<file path="config.mk">
export PLATFORM = sky130hd
export DESIGN_NAME = reg_file_sb
export DESIGN_NICKNAME = d
export VERILOG_FILES = /design/src/rtl/mips_pkg.sv /design/src/rtl/popcount.sv /design/src/rtl/reg_file_sb.sv
export SDC_FILE = /design/constraint.sdc
export NUM_CORES = 2
export LEC_CHECK = 0
export CORE_MARGIN = 2
export CORE_UTILIZATION = 55
export CTS_BUF_LIST = sky130_fd_sc_hd__clkbuf_4
export DETAILED_ROUTE_END_ITERATION = 10
export PLACE_DENSITY = 0.72
export SYNTH_ARGS = -nofsm -noshare
export SYNTH_HDL_FRONTEND = slang
export SYNTH_SLANG_ARGS = --single-unit
</file>
<file path="constraint.sdc">
create_clock -name i_clk -period 68.5 [get_ports i_clk]
set_input_delay 10.275 -clock i_clk [delete_from_list [all_inputs] [get_ports i_clk]]
set_output_delay 10.275 -clock i_clk [all_outputs]
set_load 0.01 [all_outputs]
</file>
<file path="src/rtl/mips_pkg.sv">
// Shared constants for the pipelined MIPS core: default datapath widths and
// the architectural zero register address.
package mips_pkg;
  localparam int DATA_W   = 32;
  localparam int ADDR_W   = 5;
  localparam int REG_ZERO = 0;
endpackage

</file>
<file path="src/rtl/popcount.sv">
// Counts the set bits of a vector; used for the scoreboard occupancy count.
module popcount #(
  parameter int IN_W  = 32,
  parameter int OUT_W = 6
) (
  input  logic [IN_W-1:0]  in_i,
  output logic [OUT_W-1:0] cnt_o
);
  logic [OUT_W-1:0] cnt_s;

  // Ripple sum of every input bit.
  always_comb begin
    cnt_s = {OUT_W{1'b0}};
    for (int i = 0; i < IN_W; i++) begin
      cnt_s = cnt_s + OUT_W'(in_i[i]);
    end
  end

  assign cnt_o = cnt_s;
endmodule

</file>
<file path="src/rtl/reg_file_sb.sv">
// Register file with two writeback ports, same-cycle read bypass and a
// per-register load scoreboard for operand hazard detection in decode.
module reg_file_sb #(
  parameter int DATA_W   = mips_pkg::DATA_W,
  parameter int ADDR_W   = mips_pkg::ADDR_W,
  parameter int NRD      = 2,
  parameter int ZERO_REG = 1
) (
  input  logic                  i_clk,
  input  logic                  i_rst,
  input  logic [NRD*ADDR_W-1:0] i_raddr,
  output logic [NRD*DATA_W-1:0] o_rdata,
  output logic [NRD-1:0]        o_rbusy,
  input  logic                  i_we0,
  input  logic [ADDR_W-1:0]     i_waddr0,
  input  logic [DATA_W-1:0]     i_wdata0,
  input  logic                  i_we1,
  input  logic [ADDR_W-1:0]     i_waddr1,
  input  logic [DATA_W-1:0]     i_wdata1,
  input  logic                  i_bset,
  input  logic [ADDR_W-1:0]     i_baddr,
  output logic [ADDR_W:0]       o_busy_cnt
);
  import mips_pkg::*;

  localparam int                NREG    = 1 << ADDR_W;
  localparam logic [ADDR_W-1:0] ZADDR   = ADDR_W'(REG_ZERO);
  localparam bit                ZERO_EN = (ZERO_REG != 0);

  logic [DATA_W-1:0]     mem_q [NREG];
  logic [NREG-1:0]       busy_q, busy_d;
  logic [ADDR_W:0]       busy_cnt_q, busy_cnt_d;
  logic                  we0_s, we1_s, bset_s;
  logic [NRD*DATA_W-1:0] rdata_s;
  logic [NRD-1:0]        rbusy_s;

  function automatic logic is_zero(input logic [ADDR_W-1:0] a);
    return ZERO_EN && (a == ZADDR);
  endfunction

  // Qualified write/set strobes: anything aimed at the zero register is dropped.
  always_comb begin
    we0_s  = i_we0  && !is_zero(i_waddr0);
    we1_s  = i_we1  && !is_zero(i_waddr1);
    bset_s = i_bset && !is_zero(i_baddr);
  end

  // Scoreboard next state; a new load issue outranks a same-cycle writeback.
  always_comb begin
    busy_d = busy_q;
    for (int a = 0; a < NREG; a++) begin
      if (bset_s && (i_baddr == ADDR_W'(a))) begin
        busy_d[a] = 1'b1;
      end else if (we1_s && (i_waddr1 == ADDR_W'(a))) begin
        busy_d[a] = 1'b0;
      end else begin
        busy_d[a] = busy_q[a];
      end
    end
  end

  popcount #(
    .IN_W  (NREG),
    .OUT_W (ADDR_W + 1)
  ) u_popcount (
    .in_i  (busy_d),
    .cnt_o (busy_cnt_d)
  );

  // Storage, scoreboard and count; port 1 is written last so it wins collisions.
  always_ff @(posedge i_clk or posedge i_rst) begin
    if (i_rst) begin
      for (int i = 0; i < NREG; i++) begin
        mem_q[i] <= {DATA_W{1'b0}};
      end
      busy_q     <= {NREG{1'b0}};
      busy_cnt_q <= {(ADDR_W + 1){1'b0}};
    end else begin
      if (we0_s) begin
        mem_q[i_waddr0] <= i_wdata0;
      end
      if (we1_s) begin
        mem_q[i_waddr1] <= i_wdata1;
      end
      busy_q     <= busy_d;
      busy_cnt_q <= busy_cnt_d;
    end
  end

  // Read ports with write bypass; the load writeback also bypasses its busy clear.
  always_comb begin
    rdata_s = {(NRD * DATA_W){1'b0}};
    rbusy_s = {NRD{1'b0}};
    for (int k = 0; k < NRD; k++) begin
      logic [ADDR_W-1:0] ra_s;
      ra_s = i_raddr[k*ADDR_W +: ADDR_W];
      if (i_rst || is_zero(ra_s)) begin
        rdata_s[k*DATA_W +: DATA_W] = {DATA_W{1'b0}};
        rbusy_s[k]                  = 1'b0;
      end else if (i_we1 && (i_waddr1 == ra_s)) begin
        rdata_s[k*DATA_W +: DATA_W] = i_wdata1;
        rbusy_s[k]                  = 1'b0;
      end else if (i_we0 && (i_waddr0 == ra_s)) begin
        rdata_s[k*DATA_W +: DATA_W] = i_wdata0;
        rbusy_s[k]                  = busy_q[ra_s];
      end else begin
        rdata_s[k*DATA_W +: DATA_W] = mem_q[ra_s];
        rbusy_s[k]                  = busy_q[ra_s];
      end
    end
  end

  assign o_rdata    = rdata_s;
  assign o_rbusy    = rbusy_s;
  assign o_busy_cnt = busy_cnt_q;
endmodule

</file>
==> qor.csv <==
stage,metric,value,unit
global_route,grt-ovfl-total,0,
yosys,syn_nets,6834,
route,vias,61107,
clock_network,path_clk_slew,60,ps
floorplanning,core-area,0.122,sq mm
clock_network,cts_resized,0,
route,drtIter0Drc,11415,
yosys,ys_async_sr_fraction,100,%
final_layout,instances_no_fill,8365,
route,wl_per_cell,34.4,microns
worst_setup_path,startpoint_type,primary input,
worst_setup_path,regToRegSetupSlack,62870,ps
yosys,syn_area_per_cell,10.1,sq um
sta,period_share,38.5,%
yosys,synth_top_flop_cell,dfrtp_1,
worst_setup_path,rr_startpoint,busy_q[1]$_DFF_PP0_,
global_route,antenna_found_initial,22,
worst_setup_path,crit_arrival,16100,ps
yosys,ys_types,63,
clock_network,cts_buffers,308,
sta,finalHoldViolCount,0,
yosys,synth_edf_count,0,
yosys,ys_ff_latch,1062,
sta,max_freq,37.9,MHz
clock_network,clock-root-buffer,clkbuf_4,
route,first_pass_iters,8,
global_route,grt_pass1_vias,58458,
yosys,netlist_area,0.0679,sq mm
final_layout,syn_to_final_growth,8.23,%
global_route,gr-usage-all-layers,45.0,%
final_layout,fin_area,0.0735,sq mm
floorplanning,dieArea,0.126,sq mm
clock_network,postCtsSetupRepairBufs,0,
sta,slew_viol_final,66,
route,drc,0,
yosys,yosysSeqAreaShare,39.2,%
worst_setup_path,worstSetupStartpoint,i_raddr[9],
placement,dp_hpwl,158000,microns
worst_setup_path,worstPathRequired,58230,ps
clock_network,clkSinkCount,1062,
placement,place_ws,42770,ps
placement,gp_congestion,0.958,
worst_setup_path,cpMostUsedCell,clkdlybuf4s50_1,
sta,post-route-min-period,26380,ps
floorplanning,chipHeight,355,microns
final_layout,final_core_utilization,60.2,%
sta,relSlewSlack,-4.99,%
run_status,status,finished with violations,
worst_setup_path,critPathMaxFanout,31,
route,ant_nets,0,
route,vias_per_cell,7.31,
route,drt_wl_total,288000,microns
clock_network,ctsHoldBuffers,0,
worst_hold_path,hold_depth,0,
floorplanning,die_w,355,microns
worst_setup_path,crit_type,in2out,
floorplanning,initial_core_util,55.6,%
sta,rsz0062_at_grt,false,
pwr,p_per_area,31.1,mW/mm^2
placement,dpl_cell_area,0.0698,sq mm
sta,report.final.setup_viol,0,
clock_network,clock_latency,1310,ps
sta,finalSetupTns,0,ps
worst_setup_path,r2r_cells,17,
global_route,grt_pass1_wl,409000,microns
worst_setup_path,slowest_stage,o32ai_2,
sta,layout_setup_ws,42120,ps
floorplanning,rows,128,
worst_setup_path,path_cells,"clkdlybuf4s50_1, xnor2_1, nand2_1, nor2_1, or3_2, o32ai_2, clkdlybuf4s50_1",
final_layout,fin_nets,6657,
floorplanning,io-pin-count,166,
global_route,grt_max_degree,153,
yosys,yosys_warnings,0,
flow_run,drv_cap,2,
placement,place_inst,7846,
pwr,p_leak,32.6,nW
worst_setup_path,r2r_end,o_busy_cnt[4]$_DFF_PP0_,
worst_setup_path,max_stage_delay,1160,ps
placement,io_buffers,165,
worst_hold_path,holdCritPathClass,reg2reg,
sta,fin_skew,32.6,ps
worst_setup_path,crit_end,o_rdata[61],
worst_setup_path,end_kind,primary output,
clock_network,cts_tree,yes,
final_layout,n_fill_cell,10246,
final_layout,drive_gt1_share,18.7,%
clock_network,htree_levels,5,
sta,max_slew.worst_pin.slew,1570,ps
clock_network,clockBufferDepth,4,
yosys,syn_inst,6708,
run_status,violations,"max-capacitance violations, max-slew violations",
pwr,ir_worst_vdd,0.0660,mV
[report_power, final]
part / total (W) / internal (W) / switching (W)
combinational: 0.000750 / 0.000375 / 0.000375
clock: 0.000598 / 0.000304 / 0.000294
sequential: 0.000934 / 0.000798 / 0.000136
[cell families (layout without fill, tap and decap cells)]
| logic type | Yosys count | count (layout) | share of synthesized area [%] |
|---|---|---|---|
| other | 0 | 14 | 0 |
| adder cells (fa/ha/maj) | 32 | 32 | 0.855 |
| buffers and inverters | 932 | 950 | 6.07 |
| flip-flops | 1062 | 1062 | 39.2 |
| multiplexers | 1590 | 1590 | 30.5 |
| AND/OR/NAND/NOR | 1451 | 1451 | 9.01 |
| AO/OA/AOI/OAI | 1618 | 1618 | 14.1 |
| XOR/XNOR | 23 | 23 | 0.297 |
[layer usage]
| layer | GRT usage, % | vias up | part of all wire, % |
|---|---|---|---|
| li1 | - | 24170 | - |
| met1 | 56.0 | 29200 | 34 |
| met2 | 59.8 | 5909 | 39 |
| met3 | 21.8 | 1792 | 18 |
| met4 | 34.0 | 36 | 9.4 |
| met5 | 1.51 | - | 0.15 |
[Yosys cell counts, drive strengths merged, types with 9 or more instances]
cell type / n / share of area, %
mux2i: 1085 / 16
dfrtp: 1062 / 39
nor2: 872 / 4.9
a21oi: 836 / 6.2
clkbuf: 507 / 2.9
mux4: 367 / 12
nand2: 341 / 1.9
buf: 326 / 2.7
o21ai: 272 / 2.0
mux2: 138 / 2.3
inv: 99 / 0.55
a22o: 81 / 1.0
o22ai: 80 / 0.74
a211oi: 79 / 0.87
nor2b: 61 / 0.56
o221ai: 61 / 0.79
a22oi: 60 / 0.66
nor3: 58 / 0.44
a32oi: 38 / 0.49
a221oi: 37 / 0.48
fa: 24 / 0.71
nor4: 19 / 0.20
a31oi: 18 / 0.17
xnor2: 18 / 0.23
o31ai: 17 / 0.19
o32ai: 16 / 0.21
a2111oi: 15 / 0.20
and4: 14 / 0.18
nand2b: 14 / 0.15
nand3: 13 / 0.096
and3: 11 / 0.10
nor3b: 9 / 0.11
or2: 9 / 0.083
[per-stage QoR]
stage	hold slack [ps]	power, W
2_1_floorplan	441	0.00146
5_1_grt	415	0.00240
3_5_place_dp	384	0.00167
4_1_cts	398	0.00226
6_report	401	0.00228
3_3_place_gp	381	0.00163
[registers in the layout, summed over array words and instances, names as in the netlist]
name	flops
busy_q	32
mem_q	1024
o_busy_cnt	6
[cells in the final DEF, fill, tap and decap left out, types with 79 or more instances in the layout]
cell	synthesis	routed
mux2i_1	1085	1085
o22ai_1	80	80
o21ai_0	258	258
clkbuf_4	0	447
buf_4	67	179
nand2_1	339	309
a21oi_1	836	836
nor2_1	865	851
clkdlybuf4s50_1	0	157
dfrtp_1	1062	1062
mux2_2	138	138
a211oi_1	79	79
inv_1	99	98
mux4_2	367	367
a22o_1	81	81
[final cells by class]
type,count,area [sq um],area share [%]
Inverter,99,379,0.516
Timing Repair Buffer,346,3070,4.17
Clock inverter,58,279,0.380
Sequential cell,1062,26600,36.2
Tap cell,1625,2030,2.77
Clock buffer,447,3360,4.57
Antenna cell,14,35.0,0.0477
Multi-Input combinational cell,4714,37700,51.4
[worst min path at each step]
stage                     slack (ps)             startpoint                    end
final                            400  mem_q[1011]$_DFF_PP0_  mem_q[1011]$_DFF_PP0_
after detailed placement         380   mem_q[993]$_DFF_PP0_   mem_q[993]$_DFF_PP0_
after CTS                        400  mem_q[1022]$_DFF_PP0_  mem_q[1022]$_DFF_PP0_
after global placement           380  mem_q[1005]$_DFF_PP0_  mem_q[1005]$_DFF_PP0_
after floorplan                  440  mem_q[1022]$_DFF_PP0_  mem_q[1022]$_DFF_PP0_
after global routing             410  mem_q[1022]$_DFF_PP0_  mem_q[1022]$_DFF_PP0_
[worst max-delay path, delay by kind of cell]
| family | cells | cell delay (ps) |
|---|---|---|
| AOI/OAI and AO/OA | 1 | 1160 |
| xor gates and xnor gates | 1 | 320 |
| buffers and inverters | 2 | 1660 |
| and+or+nand+nor | 3 | 2640 |
(Power assumes the default switching activity.)
